$ cat config.mk
export PLATFORM = sky130hd
export DESIGN_NAME = sprite_engine
export DESIGN_NICKNAME = d
export VERILOG_FILES = /design/src/rtl/sprite_pkg.sv /design/src/rtl/vga_timing.sv /design/src/rtl/sprite_engine.sv
export SDC_FILE = /design/constraint.sdc
export NUM_CORES = 1
export LEC_CHECK = 0
export ABC_CLOCK_PERIOD_IN_PS = 11700
export CAP_MARGIN = 20
export CORE_UTILIZATION = 50
export CTS_CLUSTER_SIZE = 20
export DETAILED_ROUTE_END_ITERATION = 10
export PLACE_DENSITY_LB_ADDON = 0.3
export SYNTH_ARGS = -nofsm -noshare
export SYNTH_HDL_FRONTEND = slang
export SYNTH_SLANG_ARGS = --single-unit
export TNS_END_PERCENT = 5
$ cat constraint.sdc
create_clock -name clk -period 11.7 [get_ports clk]
set_clock_uncertainty 0.1 [all_clocks]
set_input_delay 3.51 -clock clk [delete_from_list [all_inputs] [get_ports clk]]
set_output_delay 3.51 -clock clk [all_outputs]
set_load 0.02 [all_outputs]
$ cat src/rtl/sprite_pkg.sv
`default_nettype none
// ============================================================================
// Module      : sprite_pkg
// Description : Shared types and timing-derivation helpers for sprite_engine.
// Revision    : 1.0 - initial release
// ============================================================================
package sprite_pkg;

    // Coordinates are held at a fixed width; every supported raster fits in it
    localparam int c_COORD_W = 12;

    typedef logic [11:0] color_t;

    typedef struct packed {
        logic [c_COORD_W-1:0] x;
        logic [c_COORD_W-1:0] y;
        color_t               color;
        logic                 enable;
        logic                 scale2;
    } sprite_regs_t;

    function automatic int timing_total(input int active, input int fp,
                                        input int sync_len, input int bp);
        return active + fp + sync_len + bp;
    endfunction

    function automatic int coord_width(input int total);
        return (total <= 2) ? 1 : $clog2(total);
    endfunction

endpackage
`default_nettype wire

$ cat src/rtl/vga_timing.sv
`default_nettype none
// ============================================================================
// Module      : vga_timing
// Description : Pixel divider, raster counters, sync/active flags and the
//               start-of-vblank commit strobe.
// Revision    : 1.0 - initial release
// ============================================================================
module vga_timing
    import sprite_pkg::*;
#(
    parameter int CLK_DIV  = 4,
    parameter int H_ACTIVE = 640,
    parameter int H_FP     = 16,
    parameter int H_SYNC   = 96,
    parameter int H_BP     = 48,
    parameter int V_ACTIVE = 480,
    parameter int V_FP     = 10,
    parameter int V_SYNC   = 2,
    parameter int V_BP     = 33,
    localparam int H_TOTAL = timing_total(H_ACTIVE, H_FP, H_SYNC, H_BP),
    localparam int V_TOTAL = timing_total(V_ACTIVE, V_FP, V_SYNC, V_BP),
    localparam int XW      = coord_width(H_TOTAL),
    localparam int YW      = coord_width(V_TOTAL)
) (
    input  logic          clk,
    input  logic          rst,
    output logic          o_pix_en,
    output logic [XW-1:0] o_h_cnt,
    output logic [YW-1:0] o_v_cnt,
    output logic          o_hsync_act,
    output logic          o_vsync_act,
    output logic          o_active,
    output logic          o_commit
);

    localparam int c_DW = (CLK_DIV > 1) ? $clog2(CLK_DIV) : 1;
    localparam logic [c_DW-1:0] c_DIV_LAST = c_DW'(CLK_DIV - 1);
    localparam logic [XW-1:0]   c_H_LAST   = XW'(H_TOTAL - 1);
    localparam logic [YW-1:0]   c_V_LAST   = YW'(V_TOTAL - 1);
    localparam logic [YW-1:0]   c_V_PRE_BL = YW'(V_ACTIVE - 1);

    // One extra bit so sync-end constants equal to the total cannot truncate
    localparam logic [XW:0] c_HS_START = (XW+1)'(H_ACTIVE + H_FP);
    localparam logic [XW:0] c_HS_END   = (XW+1)'(H_ACTIVE + H_FP + H_SYNC);
    localparam logic [XW:0] c_H_ACT    = (XW+1)'(H_ACTIVE);
    localparam logic [YW:0] c_VS_START = (YW+1)'(V_ACTIVE + V_FP);
    localparam logic [YW:0] c_VS_END   = (YW+1)'(V_ACTIVE + V_FP + V_SYNC);
    localparam logic [YW:0] c_V_ACT    = (YW+1)'(V_ACTIVE);

    logic [c_DW-1:0] r_div;
    logic [XW-1:0]   r_h_cnt;
    logic [YW-1:0]   r_v_cnt;
    logic            w_pix_en;
    logic [XW:0]     w_h_ext;
    logic [YW:0]     w_v_ext;

    assign w_pix_en = (r_div == c_DIV_LAST);

    always_ff @(posedge clk or posedge rst) begin
        if (rst) begin
            r_div <= '0;
        end else if (w_pix_en) begin
            r_div <= '0;
        end else begin
            r_div <= r_div + c_DW'(1);
        end
    end

    always_ff @(posedge clk or posedge rst) begin
        if (rst) begin
            r_h_cnt <= '0;
            r_v_cnt <= '0;
        end else if (w_pix_en) begin
            if (r_h_cnt == c_H_LAST) begin
                r_h_cnt <= '0;
                r_v_cnt <= (r_v_cnt == c_V_LAST) ? '0 : r_v_cnt + YW'(1);
            end else begin
                r_h_cnt <= r_h_cnt + XW'(1);
            end
        end
    end

    assign w_h_ext = {1'b0, r_h_cnt};
    assign w_v_ext = {1'b0, r_v_cnt};

    assign o_pix_en    = w_pix_en;
    assign o_h_cnt     = r_h_cnt;
    assign o_v_cnt     = r_v_cnt;
    assign o_hsync_act = (w_h_ext >= c_HS_START) && (w_h_ext < c_HS_END);
    assign o_vsync_act = (w_v_ext >= c_VS_START) && (w_v_ext < c_VS_END);
    assign o_active    = (w_h_ext < c_H_ACT) && (w_v_ext < c_V_ACT);

    // The tick that moves the raster onto (h=0, v=V_ACTIVE): first vblank line
    assign o_commit = w_pix_en && (r_h_cnt == c_H_LAST) && (r_v_cnt == c_V_PRE_BL);

endmodule
`default_nettype wire

$ cat src/rtl/sprite_engine.sv
`default_nettype none
// ============================================================================
// Module      : sprite_engine
// Description : Multi-sprite VGA renderer with double-buffered sprite
//               registers committed at the start of vertical blanking.
// Revision    : 1.0 - initial release
// ============================================================================
module sprite_engine
    import sprite_pkg::*;
#(
    parameter int     CLK_DIV   = 4,
    parameter int     H_ACTIVE  = 640,
    parameter int     H_FP      = 16,
    parameter int     H_SYNC    = 96,
    parameter int     H_BP      = 48,
    parameter int     V_ACTIVE  = 480,
    parameter int     V_FP      = 10,
    parameter int     V_SYNC    = 2,
    parameter int     V_BP      = 33,
    parameter bit     SYNC_POL  = 1'b0,
    parameter int     N_SPRITES = 4,
    parameter int     SPRITE_W  = 32,
    parameter int     SPRITE_H  = 32,
    parameter color_t BG_COLOR  = 12'h000,
    localparam int H_TOTAL = timing_total(H_ACTIVE, H_FP, H_SYNC, H_BP),
    localparam int V_TOTAL = timing_total(V_ACTIVE, V_FP, V_SYNC, V_BP),
    localparam int XW      = coord_width(H_TOTAL),
    localparam int YW      = coord_width(V_TOTAL)
) (
    input  logic          clk,
    input  logic          reset_button,
    input  logic          wr_en,
    input  logic [3:0]    wr_idx,
    input  logic [XW-1:0] wr_x,
    input  logic [YW-1:0] wr_y,
    input  logic [11:0]   wr_color,
    input  logic          wr_enable,
    input  logic          wr_scale2,
    output logic          frame_start,
    output logic          vga_hsync,
    output logic          vga_vsync,
    output logic [3:0]    red,
    output logic [3:0]    green,
    output logic [3:0]    blue
);

    localparam logic [4:0] c_N_SPR  = 5'(N_SPRITES);
    localparam int c_XY_W   = (XW > YW) ? XW : YW;
    localparam int c_SPAN   = 2 * ((SPRITE_W > SPRITE_H) ? SPRITE_W : SPRITE_H);
    localparam int c_SPAN_W = $clog2(c_SPAN + 1);
    // Wide enough that x + width never wraps, so off-edge sprites clip
    localparam int c_CW     = ((c_XY_W > c_SPAN_W) ? c_XY_W : c_SPAN_W) + 1;

    logic          w_pix_en;
    logic [XW-1:0] w_h_cnt;
    logic [YW-1:0] w_v_cnt;
    logic          w_hsync_act;
    logic          w_vsync_act;
    logic          w_active;
    logic          w_commit;

    vga_timing #(
        .CLK_DIV  (CLK_DIV),
        .H_ACTIVE (H_ACTIVE),
        .H_FP     (H_FP),
        .H_SYNC   (H_SYNC),
        .H_BP     (H_BP),
        .V_ACTIVE (V_ACTIVE),
        .V_FP     (V_FP),
        .V_SYNC   (V_SYNC),
        .V_BP     (V_BP)
    ) u_timing (
        .clk         (clk),
        .rst         (reset_button),
        .o_pix_en    (w_pix_en),
        .o_h_cnt     (w_h_cnt),
        .o_v_cnt     (w_v_cnt),
        .o_hsync_act (w_hsync_act),
        .o_vsync_act (w_vsync_act),
        .o_active    (w_active),
        .o_commit    (w_commit)
    );

    logic                 w_wr_ok;
    logic [c_CW-1:0]      w_h;
    logic [c_CW-1:0]      w_v;
    logic [N_SPRITES-1:0] w_hit;
    color_t               w_spr_color [N_SPRITES];
    color_t               w_pix_color;

    assign w_wr_ok = wr_en && ({1'b0, wr_idx} < c_N_SPR);
    assign w_h     = c_CW'(w_h_cnt);
    assign w_v     = c_CW'(w_v_cnt);

    for (genvar gi = 0; gi < N_SPRITES; gi++) begin : g_sprite
        localparam logic [3:0] c_IDX = 4'(gi);

        sprite_regs_t    r_shadow;
        sprite_regs_t    r_active;
        logic [c_CW-1:0] w_x0;
        logic [c_CW-1:0] w_y0;
        logic [c_CW-1:0] w_w;
        logic [c_CW-1:0] w_hgt;

        // Commit reads the shadow before this edge's write, so a write
        // coinciding with the commit lands in the following frame.
        always_ff @(posedge clk or posedge reset_button) begin
            if (reset_button) begin
                r_shadow <= '0;
                r_active <= '0;
            end else begin
                if (w_commit) begin
                    r_active <= r_shadow;
                end
                if (w_wr_ok && (wr_idx == c_IDX)) begin
                    r_shadow <= '{x:      c_COORD_W'(wr_x),
                                  y:      c_COORD_W'(wr_y),
                                  color:  wr_color,
                                  enable: wr_enable,
                                  scale2: wr_scale2};
                end
            end
        end

        assign w_x0  = c_CW'(r_active.x);
        assign w_y0  = c_CW'(r_active.y);
        assign w_w   = r_active.scale2 ? c_CW'(2 * SPRITE_W) : c_CW'(SPRITE_W);
        assign w_hgt = r_active.scale2 ? c_CW'(2 * SPRITE_H) : c_CW'(SPRITE_H);

        assign w_hit[gi] = r_active.enable
                        && (w_h >= w_x0) && (w_h < (w_x0 + w_w))
                        && (w_v >= w_y0) && (w_v < (w_y0 + w_hgt));

        assign w_spr_color[gi] = r_active.color;
    end

    // Scanning from the top index down leaves the lowest hitting index in place
    always_comb begin
        w_pix_color = BG_COLOR;
        for (int i = N_SPRITES - 1; i >= 0; i--) begin
            if (w_hit[i]) begin
                w_pix_color = w_spr_color[i];
            end
        end
    end

    logic   r_hsync;
    logic   r_vsync;
    color_t r_rgb;

    always_ff @(posedge clk or posedge reset_button) begin
        if (reset_button) begin
            r_hsync <= ~SYNC_POL;
            r_vsync <= ~SYNC_POL;
            r_rgb   <= '0;
        end else if (w_pix_en) begin
            r_hsync <= w_hsync_act ? SYNC_POL : ~SYNC_POL;
            r_vsync <= w_vsync_act ? SYNC_POL : ~SYNC_POL;
            r_rgb   <= w_active ? w_pix_color : '0;
        end
    end

    assign frame_start = w_commit;
    assign vga_hsync   = r_hsync;
    assign vga_vsync   = r_vsync;
    assign red         = r_rgb[11:8];
    assign green       = r_rgb[7:4];
    assign blue        = r_rgb[3:0];

endmodule
`default_nettype wire
# Word-level counts from Yosys, hierarchy flattened

Cells that the tools add are included.

Input port bits: 41
Bits in writable memories: 0
Bits in read-only memories: 0
Register bits after elaboration: 308
Logic and storage cells: 129
Memories kept: 0
Latch bits: 0
Output and inout port bits: 15

Order comparisons: 23
Reduce and logical (&&, ||, !) cells: 28
$add $sub $neg: 11
Shift operators: 0
Bitwise gates (word level): 0
$mul: 0
Muxes and demuxes: 14
Equality and inequality tests: 7
Div/mod/pow operators: 0

Operator list:

| operator              | count |
|---|---|
| $add 10x7->11         | 8 |
| $lt 10x11->1          | 8 |
| $ge 10x10->1          | 8 |
| $mux 12               | 5 |
| $mux 7                | 4 |
| $logic_and 1x1->1     | 26 |
| $add 10x1->10 const B | 2 |
| $eq 10x10->1 const B  | 2 |
| $lt 10x10->1 const B  | 2 |
| $lt 10x9->1 const B   | 2 |
| $mux 10               | 2 |
| $eq 10x9->1 const B   | 1 |
| $ge 10x10->1 const B  | 1 |
| $ge 10x9->1 const B   | 1 |
| $eq 4x2->1 const B    | 2 |
| $eq 4x1->1 const B    | 1 |
| $logic_not 4->1       | 1 |
| $lt 4x3->1 const B    | 1 |
| $add 2x1->2 const B   | 1 |
| $eq 2x2->1 const B    | 1 |
| $mux 1                | 2 |
| $mux 2                | 1 |
| $reduce_and 2->1      | 1 |

# Logic depth before layout (Yosys ltp)

Word-level depth: 11
Depth in mapped cells: 15
Gate-level depth less buffers: 14

# Modules after synthesis

Synthesis repeated with hierarchy kept, for this count alone.

Cell total of the unflattened synthesis: 1365
Area, all modules: 15807.7 sq um

By module, submodules not included:

| module        | area each (sq um) | instances | cells each | seq. area each (sq um) |
|---|---|---|---|---|
| sprite_engine | 14605.3           | 1         | 1243       | 7159.4 |
| vga_timing    | 1202.4            | 1         | 122        | 550.5 |

# Worst setup path before layout

No wires, ideal clock.

Kind: register to output
Start: register u_timing.r_h_cnt[7], in the netlist u_timing.o_h_cnt[7]
End: output port frame_start
Arrival time: 2.364 ns
Cell stages (with the launch flop): 7
Required time: 8.090 ns
Slack: 5.726 ns
Buffers on the path: 1
Cell sequence: dfrtp_1 -> or4b_1 -> nor3_2 -> and2_1 -> buf_4 -> nand2_2 -> nor4_1

Longest elaborated chain between the ends: 3

RTL lines:

| what                           | RTL line            | source |
|---|---|---|
| from (decl)                    | vga_timing.sv:51    | `logic [XW-1:0] r_h_cnt;` |
| from (signal assigned)         | vga_timing.sv:78    | `r_h_cnt <= r_h_cnt + XW'(1);` |
| $eq 10x10->1                   | vga_timing.sv:94    | `assign o_commit = w_pix_en && (r_h_cnt == c_H_LAST) && (r_v_cnt == c_V_PRE_BL);` |
| $logic_and 1x1->1 (2 in a row) | vga_timing.sv:94    |  |
| to (decl)                      | sprite_engine.sv:39 | `output logic frame_start,` |

Every way passes these cells.

# Final worst setup path

Ends and elaborated chain as after synthesis.

==> flow_metrics.tcl <==
set metrics [dict create \
    io_pins 56 \
    cts_hold_buf 0 \
    hold_ws_ns 0.333 \
    gp_congestion 0.863 \
    syn_inst 1394 \
    fill_cells 2578 \
    status "finished clean" \
    drive_above_1_share_pct 19.0 \
    synth-async-reset-ratio_pct 100 \
    finalHoldViolations 0 \
    numCtsBuffers 35 \
    grt_pass1_vias 11184 \
    r2r_start "g_sprite[0].r_active[0]" \
    worst-r2r-cell-count 14 \
    post_cts_resized 0 \
    clockBufferDepth 3 \
    rr_endpoint "r_rgb[4]" \
    dp_hpwl_mm 25.1 \
    period_share_pct 62.5 \
    drv_cap 0 \
    cts_tree "done" \
    cpPeakStageDelay_ns 0.70 \
    max_freq_mhz 137 \
    startpoint "u_timing.o_h_cnt[7]" \
    ir_drop_mv 0.108 \
    critPathLaunchType "flop" \
    seq_area_frac_synth_pct 48.3 \
    fin_crit_ns 7.31 \
    avgSynthCellArea_um2 11.4 \
    wl_per_cell_um 20.0 \
    path_class "reg2out" \
    cp.arrival_ns 3.70 \
    grt_pass1_wl_mm 61.1 \
    crit_chain "or4b_1 > nor3_2 > and2_1 > nand2_2 > nor4_1 > clkdlybuf4s50_1" \
    area_growth_syn_to_layout_pct 13.1 \
    rsz0062_at_grt "no" \
    p_leak_nw 8.09 \
    final_cell_mix "dfrtp_1, mux2_2, ha_1" \
    portBuffers 55 \
    grt_max_degree 189 \
    rrSetupSlack_ns 7.24 \
    vias 10975 \
    cts_max_level 2 \
    crit_slowest_cell "clkdlybuf4s50_1" \
    avgViaCountPerCell 5.86 \
    drt_wl_total_mm 37.5 \
    grt-ovfl-total 0 \
    num_antenna_cells 0 \
    chipWidth_um 181 \
    path_max_fanout 14 \
    slew_viol_final 0 \
    placementRows 65 \
    relSlewSlack_pct 29.1 \
    start_util_pct 50.7 \
    insertion_delay_ns 0.51 \
    fp.coreArea_um2 31500 \
    drc 0 \
    antenna_left 0 \
    final_cell_area_um2 18000 \
    place_area_um2 16900 \
    drtIter0Drc 818 \
    utilization_pct 57.3 \
    ys.flop_type "dfrtp_1" \
    cts.clk_slew.worst_paths_ns 0.06 \
    root_buffer "clkbuf_16" \
    worstPathRequired_ns 8.09 \
    placedCellCount 1813 \
    dr.pass1.iters 5 \
    die-area_um2 32600 \
    synth_cell_types 59 \
    nets 1640 \
    synth_area_um2 16000 \
    fin_tns_setup_ns 0 \
    worstMarginPinSlew_ns 1.04 \
    grt_usage_pct 23.7 \
    antenna_found_initial 1 \
    syn_nets 1584 \
    fp.dieH_um 181 \
    hp-class "reg2reg" \
    ys_warn_count 0 \
    layout_commonest_cell "dfrtp_1" \
    stdcell_count 1874 \
    powerDensity_nw_per_um2 135 \
    cts_setup_buffers 0 \
    clock-sinks 308 \
    synth_edf_count 0 \
    cp-endpoint "frame_start" \
    synth_seq_cells 308 \
    endpoint_kind "primary output" \
    finalSetupViolations 0 \
]
[cell usage after synthesis, types with 3 or more instances]
library cell | number | area (um^2)
o311ai_0 | 13 | 114
o21ai_1 | 64 | 320
and2_1 | 3 | 18.8
nor2_1 | 30 | 113
nor3_1 | 20 | 100
nand4_1 | 7 | 43.8
or4_1 | 15 | 113
o2111ai_1 | 7 | 61.3
a221oi_1 | 3 | 26.3
a211oi_1 | 16 | 120
nand3_1 | 31 | 155
buf_4 | 13 | 97.6
a31o_2 | 3 | 26.3
o21ai_0 | 52 | 260
fa_1 | 8 | 160
dfrtp_1 | 306 | 7660
mux2_2 | 194 | 2180
and3_1 | 4 | 25.0
buf_2 | 12 | 60.1
a21oi_1 | 35 | 175
a2111o_1 | 3 | 33.8
xor2_1 | 9 | 78.8
a2111oi_0 | 7 | 61.3
nor4_1 | 6 | 37.5
a31oi_1 | 3 | 18.8
nand2_1 | 114 | 428
o211ai_1 | 10 | 75.1
ha_1 | 141 | 1760
o21a_1 | 5 | 37.5
nand2b_1 | 23 | 144
or3_1 | 3 | 18.8
a22oi_1 | 13 | 97.6
xnor2_1 | 25 | 219
nor2b_1 | 7 | 43.8
o41a_1 | 12 | 135
a21o_1 | 18 | 135
inv_1 | 102 | 383
clkbuf_1 | 28 | 105
a211o_1 | 3 | 26.3
[how the worst min path moves through the flow]
stage	start	end	slack, ns	depth (start not counted)
detailed placement	u_timing.r_div[0]	u_timing.r_div[0]	0.33	1
CTS	u_timing.r_div[0]	u_timing.r_div[0]	0.33	1
finish	u_timing.r_div[0]	u_timing.r_div[0]	0.33	1
global placement	u_timing.r_div[0]	u_timing.r_div[0]	0.31	1
global route	u_timing.r_div[0]	u_timing.r_div[0]	0.37	1
floorplan	u_timing.r_div[0]	u_timing.r_div[0]	0.30	1
[where the power goes]
part	switching [mW]	internal, mW
clock network	0.427	0.619
registers	0.0547	1.18
logic	0.0600	0.0964
total	0.542	1.89
[layout make-up]
cell class / count / area [um^2] / area share, %
tap: 402 / 503 / 2.79
inverter: 102 / 387 / 2.14
clock inverter: 13 / 125 / 0.694
sequential: 308 / 7710 / 42.7
timing repair buffer: 72 / 736 / 4.08
clock buffer: 46 / 957 / 5.31
multi-input combinational: 931 / 7620 / 42.3
[flip-flops by register name, summed over array words and instances (netlist names)]
register	count
g_sprite.r_active	136
g_sprite.r_shadow	136
r_rgb	12
u_timing.o_h_cnt	10
u_timing.o_v_cnt	10
u_timing.r_div	2
vga_hsync	1
vga_vsync	1
[metrics by stage]
stage | worst slack [ns] | total power [mW]
2_1_floorplan | 3.99 | 1.35
3_3_place_gp | 4.96 | 1.39
3_5_place_dp | 4.93 | 1.41
4_1_cts | 4.38 | 2.46
5_1_grt | 4.33 | 2.53
6_report | 4.39 | 2.43
[worst max-delay path, delay by kind of cell, from the launching register on]
| family | cells | cell delay (ns) |
|---|---|---|
| and+or+nand+nor | 5 | 1.91 |
| DFF | 1 | 0.58 |
| buffers and inverters | 1 | 0.70 |
[cell families (layout without fill, tap and decap cells)]
family                     count (synthesis)  after routing  share of synthesized area, %
and+or+nand+nor                          274            274                          8.42
muxes                                    196            196                          13.8
xor gates and xnor gates                  34             34                          1.87
DFF                                      308            308                          48.3
buffers and inverters                    155            233                          4.05
adders and majority gates                149            149                          12.1
AOI/OAI and AO/OA                        278            278                          11.4
[metal layers]
| layer | global-route usage, % | share of wire (%) | wire [um] | up-vias |
|---|---|---|---|---|
| li1 | - | - | - | 5160 |
| met1 | 33.1 | 46 | 17200 | 5476 |
| met2 | 38.4 | 47 | 17600 | 266 |
| met3 | 3.50 | 4.8 | 1820 | 71 |
| met4 | 7.18 | 2.5 | 937 | 2 |
| met5 | 0 | 0.035 | 13 | - |
No activity file was read; power rests on OpenSTA's default activity.
